## src/rtl/nrs_pkg.sv

```systemverilog
// Shared constants, state encoding and LFSR step helper for the NRS Gold-sequence generator.
package nrs_pkg;

    localparam int CINIT_W    = 31;
    localparam int NC_DEFAULT = 1600;

    typedef enum logic [1:0] {
        IDLE = 2'd0,
        WARM = 2'd1,
        RUN  = 2'd2
    } state_e;

    // Feedback taps: x1 new bit = x1[3]^x1[0], x2 new bit = x2[3]^x2[2]^x2[1]^x2[0]
    localparam logic [CINIT_W-1:0] X1_TAPS = 31'h0000_0009;
    localparam logic [CINIT_W-1:0] X2_TAPS = 31'h0000_000F;

    function automatic logic [CINIT_W-1:0] lfsr_step(input logic [CINIT_W-1:0] x,
                                                     input logic [CINIT_W-1:0] taps);
        return {^(x & taps), x[CINIT_W-1:1]};
    endfunction

endpackage

```

## src/rtl/gold_lfsr_adv.sv

```systemverilog
// Combinational N-step advance of the x1/x2 Gold-sequence LFSR pair.
module gold_lfsr_adv
    import nrs_pkg::*;
#(
    parameter int N = 1
) (
    input  logic [CINIT_W-1:0] x1_i,
    input  logic [CINIT_W-1:0] x2_i,
    output logic [CINIT_W-1:0] x1_o,
    output logic [CINIT_W-1:0] x2_o
);

    logic [CINIT_W-1:0] x1_v;
    logic [CINIT_W-1:0] x2_v;

    always_comb begin
        x1_v = x1_i;
        x2_v = x2_i;
        for (int i = 0; i < N; i++) begin
            x1_v = lfsr_step(x1_v, X1_TAPS);
            x2_v = lfsr_step(x2_v, X2_TAPS);
        end
        x1_o = x1_v;
        x2_o = x2_v;
    end

endmodule

```

## src/rtl/nrs_gold_seq_gen.sv

```systemverilog
// Gold sequence c(n) generator: STEP-per-cycle warm-up over NC bits, then c(n) streamed as bit pairs.
module nrs_gold_seq_gen
    import nrs_pkg::*;
#(
    parameter int NC   = NC_DEFAULT,
    parameter int STEP = 8
) (
    input  logic               clk,
    input  logic               rst,
    input  logic               cinit_valid,
    input  logic [CINIT_W-1:0] cinit,
    output logic               cinit_ready,
    input  logic               stop,
    input  logic               pair_ready,
    output logic               pair_valid,
    output logic [1:0]         pair,
    output logic               busy
);

    localparam int WARM_CYC = NC / STEP;
    localparam int WCNT_W   = (WARM_CYC > 1) ? $clog2(WARM_CYC) : 1;
    localparam logic [WCNT_W-1:0] WCNT_LAST = WCNT_W'(WARM_CYC - 1);

    state_e              state_q, state_d;
    logic [CINIT_W-1:0]  x1_q, x1_d;
    logic [CINIT_W-1:0]  x2_q, x2_d;
    logic [WCNT_W-1:0]   wcnt_q, wcnt_d;
    logic                rdy_en_q;
    logic [CINIT_W-1:0]  x1_warm, x2_warm;
    logic [CINIT_W-1:0]  x1_run, x2_run;

    gold_lfsr_adv #(.N(STEP)) u_adv_warm (
        .x1_i (x1_q),
        .x2_i (x2_q),
        .x1_o (x1_warm),
        .x2_o (x2_warm)
    );

    gold_lfsr_adv #(.N(2)) u_adv_run (
        .x1_i (x1_q),
        .x2_i (x2_q),
        .x1_o (x1_run),
        .x2_o (x2_run)
    );

    // rdy_en_q keeps cinit_ready low while reset is held without an input-to-output path
    always_ff @(posedge clk) begin
        if (rst) begin
            state_q  <= IDLE;
            x1_q     <= 31'h1;
            x2_q     <= '0;
            wcnt_q   <= '0;
            rdy_en_q <= 1'b0;
        end else begin
            state_q  <= state_d;
            x1_q     <= x1_d;
            x2_q     <= x2_d;
            wcnt_q   <= wcnt_d;
            rdy_en_q <= 1'b1;
        end
    end

    always_comb begin
        state_d = state_q;
        x1_d    = x1_q;
        x2_d    = x2_q;
        wcnt_d  = wcnt_q;
        if (stop && state_q != IDLE) begin
            state_d = IDLE;
        end else begin
            case (state_q)
                IDLE: begin
                    if (cinit_valid && rdy_en_q) begin
                        x1_d    = 31'h1;
                        x2_d    = cinit;
                        wcnt_d  = '0;
                        state_d = WARM;
                    end
                end
                WARM: begin
                    x1_d   = x1_warm;
                    x2_d   = x2_warm;
                    wcnt_d = wcnt_q + WCNT_W'(1);
                    if (wcnt_q == WCNT_LAST) state_d = RUN;
                end
                RUN: begin
                    // Reload supersedes the advance; a same-cycle handshake is simply consumed
                    if (cinit_valid) begin
                        x1_d    = 31'h1;
                        x2_d    = cinit;
                        wcnt_d  = '0;
                        state_d = WARM;
                    end else if (pair_ready) begin
                        x1_d = x1_run;
                        x2_d = x2_run;
                    end
                end
                default: state_d = IDLE;
            endcase
        end
    end

    always_comb begin
        cinit_ready = rdy_en_q && (state_q != WARM);
        pair_valid  = (state_q == RUN);
        busy        = (state_q == WARM);
        pair        = (state_q == RUN) ? {x1_q[0] ^ x2_q[0], x1_q[1] ^ x2_q[1]} : 2'b00;
    end

endmodule

```

## config.mk

```make
export PLATFORM = sky130hd
export DESIGN_NAME = nrs_gold_seq_gen
export DESIGN_NICKNAME = d
export VERILOG_FILES = /design/src/rtl/nrs_pkg.sv /design/src/rtl/gold_lfsr_adv.sv /design/src/rtl/nrs_gold_seq_gen.sv
export SDC_FILE = /design/constraint.sdc
export NUM_CORES = 1
export LEC_CHECK = 0
export CAP_MARGIN = 20
export CORE_MARGIN = 2
export CORE_UTILIZATION = 30
export CTS_BUF_LIST = sky130_fd_sc_hd__clkbuf_16
export CTS_CLUSTER_SIZE = 10
export DETAILED_ROUTE_END_ITERATION = 7
export GPL_TIMING_DRIVEN = 1
export PLACE_DENSITY_LB_ADDON = 0.1
export REMOVE_ABC_BUFFERS = 1
export SLEW_MARGIN = 20
export SYNTH_ARGS = -nofsm -noshare
export SYNTH_HDL_FRONTEND = slang
export SYNTH_SLANG_ARGS = --single-unit
```

## constraint.sdc

```tcl
create_clock -name clk -period 2.75 [get_ports clk]
set_clock_uncertainty 0.1 [all_clocks]
set_input_delay 0.825 -clock clk [delete_from_list [all_inputs] [get_ports clk]]
set_output_delay 0.825 -clock clk [all_outputs]
set_load 0.02 [all_outputs]
```

==> results, run 1 <==
- TritonCTS created 9 clock buffers.
- The pin count of the biggest net entering global routing is 56.
- Before CTS, the worst setup slack after placement is -0.109 ns.
- Sorting the synthesized cells by area gives the leading types as dfxtp_1 37%, a22o_1 11%, a221oi_1 6.2%, xnor2_1 5.5%, a21oi_1 5.4%.
- The share of layout cells above drive strength 1 is 0.0942.
- Derived from the worst setup path, the maximum achievable clock frequency is 0.379 GHz.
- After layout, the worst setup slack is roughly 0.11 ns.
- Across every metal layer, demand over resource in global routing totals 0.178.
- For the pin with the worst max-slew slack, the measured transition is 0.610 ns.
- Power spread over the standard cell area amounts to 602 nW/um2.
- Counting both buffers and inverters, the worst setup path holds a total of 2.
- The sequential-to-total area share from yosys stat is 0.369.
- The cell count after synthesis is 487.
- The most critical setup path has its startpoint at state_q[1].
- The average cell area after synthesis is around 8.1 um2.
- The horizontal die dimension is 119 um.
- The slowest stage cell on the critical path is clkdlybuf4s50_1.
- The critical path data required time is between 1.5 and 2 ns.
- For this run, design rule violations remaining after detail routing come to 0.
- The number of endpoints with negative hold slack in the final report is 0.
- STA classifies the critical path startpoint as a flip-flop.
- TritonCTS built the clock tree.
- The count of endpoints failing setup in the final report is 0.
- After routing the design area is slightly below 5000 um2.
- The total of warnings raised by yosys is 0.
- Measured on the finished design, the core utilization comes to 0.387.
- The total number of nets in the final design is 558.
- The post-route antenna net violation count is 0.
- The launch point of the worst reg-to-reg path is state_q[0].
- The share of the cycle needed by the critical path after routing is 0.960.
- The number of global-route vias before repair is 3724.
- Summed over all layers, the global routing overflow is 0.
- The largest incremental delay on the critical path is 0.64 ns.
- The tightest hold path in the finished design has a slack of 0.370 ns.
- The leading area contributor after synthesis is dfxtp_1.
- The sum of routed wire length over all layers is 11.9 mm.
- The reported max-cap violation count is 0.
- The first detailed-routing pass took 5 iterations.
- The total count of max-transition violations in the final report is 0.
- The startpoint of the most critical hold path is x1_q[19].
- The kind of cell with the highest combined delay along the critical path is buffers and inverters.
- The first global-routing pass estimated 19.9 mm of wire.
- The number of different library cells in the post-synthesis netlist is 35.
- The number of synthesized flops with an enable pin is 0.
- Detailed routing inserted a total of 3731 vias.
- The layout has 1306 filler cells.
- The die covers between 10000 and 15000 um2.
- After detailed routing, the number of vias per cell comes to 5.39.
- The number of I/O port buffers is 40.
- The clock-pin slew on the worst setup and hold paths is 0.05 ns.
- The cell area after synthesis is around 4000 um2.
- The post-synthesis sequential element count is 73.
- Of all nets on the critical path, the largest fanout is 8.
- The number of primary I/O pins is 41.
- The cell at the root of the clock tree is clkbuf_16.
- The post-placement cell area is 4680 um2.
- The detailed router finished its first iteration with 305 violations.
- The number of antenna violations at the first check in global routing is 0.
- The placeable core region is 12800 um2.
- The flow ran to the end, and the final reports show no timing, DRC or antenna violations.
- At the end of routability-driven placement, the weighted congestion stood at 0.768.
- The overall power is 2.97 mW.
- The shortest clock period the worst path allows after layout is roughly 2.6 ns.
- Measured along the y axis, the die boundary spans 119 um.
- Once detailed placement completed, the half-perimeter wirelength came to approximately 8 mm.
- The insertion delay to the later sink of the worst-skew pair is 0.35 ns.
- Across the VDD grid, the largest voltage drop is between 200 and 300 uV.
- The clock net in this run drives a total of 73 sinks.
- The critical path goes through inv_1 -> ha_4 -> clkdlybuf4s50_1.
- The worst setup path is of the reg -> out kind.
- The worst hold path belongs to the class reg -> reg.
- The share of synthesized flip-flops with an asynchronous set or reset is 0.
- The area share of the largest cell type after synthesis is 0.369.
- The number of cell rows is 41.
- In this run the static leakage power is between 1.5 and 2 nW.
- The most used flip-flop cell after synthesis is dfxtp_1.
- Setup repair after global routing left no endpoint under its margin.
- The longest clock path from root to sink contains 2 buffers.
- The number of diodes is 0.
- The headroom to the max-slew limit is 0.593.
- The post-CTS repair timing setup buffer count is 0.
- The worst endpoint data arrival time is 1.72 ns.
- The area overhead of the layout relative to synthesis is 24.7%.
- The worst setup path is captured at an output port.
- CTS built an H-tree with a depth of 3.
- The initial utilization of the core area, before any placement, comes to 0.310.
- After detailed routing, the average wire length per cell comes to 17.2 um.
cells by family after synthesis:
kind of cell	Yosys count	synth area share
compound gates	154	0.289
xor+xnor	33	0.0765
fa+ha+maj	6	0.0190
buf+inv	57	0.0578
flops	73	0.369
mux	2	0.00569
simple gates	162	0.183
cell usage after synthesis (all sizes together) (3+ instances only):
master	instances
xor2	7
o211ai	3
nand3	37
xnor2	25
a22o	51
clkbuf	36
buf	13
or3	4
nand2	48
a221o	3
inv	8
dfxtp	73
nor2b	3
a21oi	43
o21ai	15
and2	3
nor2	38
nor3	24
a221oi	28
a211oi	3
ha	6
worst paths after layout:
kind | endpoint | slack [ns] | cells past startpoint
worst max register to register | x2_q[4] | 0.40 | 8
worst max-delay path | busy | 0.11 | 3
worst min register to register | x1_q[19] | 0.37 | 2
worst min-delay path | x1_q[19] | 0.37 | 2
report_power, final:
part | internal [mW] | switching (mW) | leakage [nW]
clock network | 0.585 | 0.435 | 0.139
logic | 0.331 | 0.409 | 1.01
registers | 1.13 | 0.0821 | 0.595
state kept, by name, indices dropped and copies added (netlist names):
register and flops:
state_q 2, rdy_en_q 1, x2_q 31, x1_q 31
wcnt_q 8
layout make-up:
cell class              instances  area, um2  area share
clock buffers                   9        225      0.0456
inverters                       8       30.0     0.00608
clock inverters                 6       22.5     0.00456
repair buffers                 67        684       0.139
well taps                     172        215      0.0436
flip-flops and latches         73       1460       0.296
multi-input cells             357       2300       0.466
through the flow:
stage | setup TNS, ns | cells
2_1_floorplan | -166.67 | 438
3_3_place_gp | -1.68 | 677
3_5_place_dp | -3.02 | 677
4_1_cts | 0 | 692
5_1_grt | 0 | 692
6_report | 0 | 692
per-layer routing:
metal | vias to the layer above | track usage | share of wire
met4 | 0 | 0.0603 | 0.013
met2 | 84 | 0.268 | 0.46
met3 | 10 | 0.0484 | 0.044
met5 | - | 0 | 0
li1 | 1835 | - | -
met1 | 1802 | 0.244 | 0.49
placed cells by master, fill, tap and decap left out, types with 3 or more instances in the layout:
cell,Yosys,final
o211ai_1,3,3
xor2_1,7,7
o21ai_0,14,14
nor2_1,38,38
a22o_1,51,51
buf_12,0,7
a211oi_1,3,3
a221oi_1,28,28
dfxtp_1,73,73
dlygate4sd2_1,0,3
nor3_1,24,23
ha_1,6,3
nand3_1,37,37
clkbuf_16,0,9
or3_1,4,3
clkdlybuf4s50_1,0,35
buf_4,0,20
inv_1,8,13
a21oi_1,43,43
xnor2_1,25,25
a221o_1,3,3
nand2_1,48,48
and2_1,3,3
tightest hold or removal path, stage by stage (launching register included):
cell	delay [ns]
dfxtp_1	0.31
nand2_1	0.06
a21oi_1	0.05
what timing repair did:
item	4_1_cts	5_1_grt
endpoints found under the setup margin	5	1
resized for setup	5	1
cloned	0	0
hold buffers	0	0
Power figures use the tool's default switching activity.
==> run 2: changes to the inputs <==
Settings changed: CORE_MARGIN 2 to 3, CORE_UTILIZATION 30 to 55, PLACE_DENSITY set to 0.78, PLACE_DENSITY_LB_ADDON 0.1 to unset.
==> run 2 against run 1 <==
- design area shrank 3.3%
- maximum frequency grew 1.9%
- hold slack lost 0.0019 ns
- highest routed layer unchanged
==> results, run 2 (synthesis gave the netlist of run 1 again) <==
- The sum of routed wire length over all layers came to 10.6 mm (-11%).
- The pin count of the biggest net entering global routing came to 62 (+11%).
- The reported max-cap violation count was 0 (unchanged).
- The total number of clock tree sinks is 73 (unchanged).
- The top cell types in the final layout, fill and taps aside, are 73 x dfxtp_1, 51 x a22o_1, 48 x nand2_1, 43 x a21oi_1, 38 x nor2_1.
- The detailed router's first-iteration violation count is 298 (-2.3%).
- The worst-margin pin slew came to 0.590 ns (-0.0200 ns).
- The headroom to the max-slew limit was 0.607 (+0.0133).
- The net load switching power is 0.892 mW (-3.6%).
- The worst hold path depth is 2 (unchanged).
- The smallest hold slack is 0.369 ns (-0.00192 ns).
- In the final layout, the registers with the most flip-flops are x1_q x31, x2_q x31, wcnt_q x8.
- The worst IR drop on VDD is 325 uV (+8.4%).
- The post-route antenna net violation count is 0 (unchanged).
- The number of primary I/O pins is 41 (unchanged).
- The first-pass GRT wire length is 17.4 mm (-13%).
- The number of cell rows came to 30 (-27%).
- The total number of vias is 3877 (+3.9%).
- The worst endpoint data arrival time is 1.67 ns (-0.05 ns).
- The clock power share is 0.341 (-0.003).
- The count of endpoints failing setup in the final report is 0 (unchanged).
- The placeable core region is 6870 um2 (-46%).
- The most common cell after layout, fill and taps aside is dfxtp_1.
- The cell-internal power is 2.02 mW (-1.3%).
- The portion of total power attributed to combinational logic is 0.244 (-0.005).
- The summed negative setup slack over all endpoints came to 0 ns (unchanged).
- The average via count per standard cell came to 6.35 (+18%).
- The number of antenna violations at the first check in global routing is 0 (unchanged).
- The global placement routability congestion is 0.897 (+17%).
- The critical path data required time came to 1.83 ns (about the same).
- The overall power is 2.91 mW (-2.0%).
- The maximum clock path buffer count is 2 (unchanged).
- The number of iterations in the first detailed-routing pass is 7 (+2).
- The number of diodes is 0 (unchanged).
- The number of I/O port buffers is 40 (unchanged).
- The maximum fanout along the worst path is 5 (-3).
- Setup repair after global routing left no endpoint under its margin.
- The share of the cycle needed by the critical path after routing is 0.942 (-0.0183).
- The post-detailed-placement half-perimeter wirelength is 6.94 mm (-12%).
- The achievable frequency came to 0.386 GHz (+1.9%).
- The areal power density over the cells is 610 nW/um2 (+1.3%).
- The min-delay analysis places its worst path in the category reg -> reg.
- The total number of nets in the final design is 555 (-0.54%).
- The share of layout cells above drive strength 1 is 0.0913 (-0.00297).
- The class of the most critical setup path is reg -> out.
- The kind of capture point of the worst setup path is an output port.
- The run finished with clean final reports.
- The area overhead of the layout relative to synthesis is 20.6%.
- The height of the chip was 90.8 um (-24%).
- The total routing resource utilization after global routing came to 0.258 (+0.0804).
- The number of endpoints with negative hold slack in the final report was 0 (unchanged).
- The count of unresolved DRC violations after routing is 0 (unchanged).
- The count of fill cells added during filler insertion is 571 (-56%).
- The total overflow reported by the global router is 0 (unchanged).
- TritonCTS built the clock tree.
- The tree is rooted in a clkbuf_16.
- STA classifies the critical path startpoint as a flip-flop.
- The horizontal die dimension came to 90.8 um (-24%).
- The clock-pin slew on the worst setup and hold paths was 0.05 ns (about the same).
- The insertion delay to the later sink of the worst-skew pair came to 0.33 ns (-0.02 ns).
- The wire length per cell is 17.4 um (+1.3%).
- The fraction of power spent switching nets is 0.307 (-0.00513).
- The leakage power is 1.73 nW (-1.0%).
- The TritonCTS buffer count is 9 (unchanged).
- The full die area is 8250 um2 (-42%).
- The shortest clock period the worst path allows after layout is 2.59 ns (-0.0502 ns).
- The hold buffer count at cts is 0 (unchanged).
- The number of H-tree levels came to 3 (unchanged).
- The worst-case reg-to-reg path depth is 9 (+1).
- The total count of max-transition violations in the final report is 0 (unchanged).
- The starting density of the core is 0.576 (+0.266).
- The number of global-route vias before repair was 3549 (-4.7%).
- The fraction of power consumed by sequential logic is 0.415 (+0.008).
[run 2: cell count changes in the layout (fill, tap and decap cells not counted)]
cell / change
dlygate4sd2_1: -2
buf_12: -3
dlymetal6s2s_1: +2
inv_1: -3
ha_2: +1
clkinv_2: +1
ha_4: -1
[run 2: path summary, 6_finish.rpt]
path              start  slack, ns       end
max          state_q[0]       0.16      busy
min            x1_q[20]       0.37  x1_q[20]
max reg2reg  state_q[0]       0.25  x2_q[22]
min reg2reg    x1_q[20]       0.37  x1_q[20]
[run 2: metrics by stage]
step	instances	instance area, um2	setup slack [ns]	utilization
after floorplan	438	3760	-2.86	-
after global placement	598	4520	-0.0570	0.659
after detailed placement	598	4520	-0.0923	0.659
after CTS	611	4770	0.0279	0.694
after global routing	611	4770	0.0974	0.695
final	611	4770	0.160	0.695
[run 2: final cells by class]
cell class	instances	area, um2	share of cell area
clock inverter	4	16.3	0.00341
multi-input combinational	357	2290	0.480
inverter	8	30.0	0.00629
clock buffer	9	225	0.0472
tap	96	120	0.0252
timing repair buffer	64	632	0.132
sequential	73	1460	0.306
[run 2: worst max-delay path, stage by stage, from the launching register on]
cell,delay (ns)
dfxtp_1,0.42
ha_2,0.29
clkdlybuf4s50_1,0.63
[run 2: metal layers]
layer	vias to the layer above	routed length, um	track usage
met4	0	267	0.121
met1	1851	4690	0.357
met3	24	836	0.0467
li1	1827	-	-
met5	-	0	0
met2	175	4830	0.391
[run 2: timing repair]
item                       CTS  global route
setup buffers                0             0
resized for setup            2             3
setup endpoints to repair    3             3
[run 2: power groups by stage]
stage                     registers, mW  logic [mW]  clock network, mW
after floorplan                    1.20       0.432                  0
after global placement             1.22       0.681                  0
after detailed placement           1.23       0.694                  0
after CTS                          1.20       0.700               1.00
after global routing               1.21       0.766               1.05
final                              1.21       0.709              0.993
==> run 3: changes to the inputs <==
Settings changed: TNS_END_PERCENT set to 5.
==> results of run 3 <==
The final DEF is identical to that of run 2; final timing and power are the same.
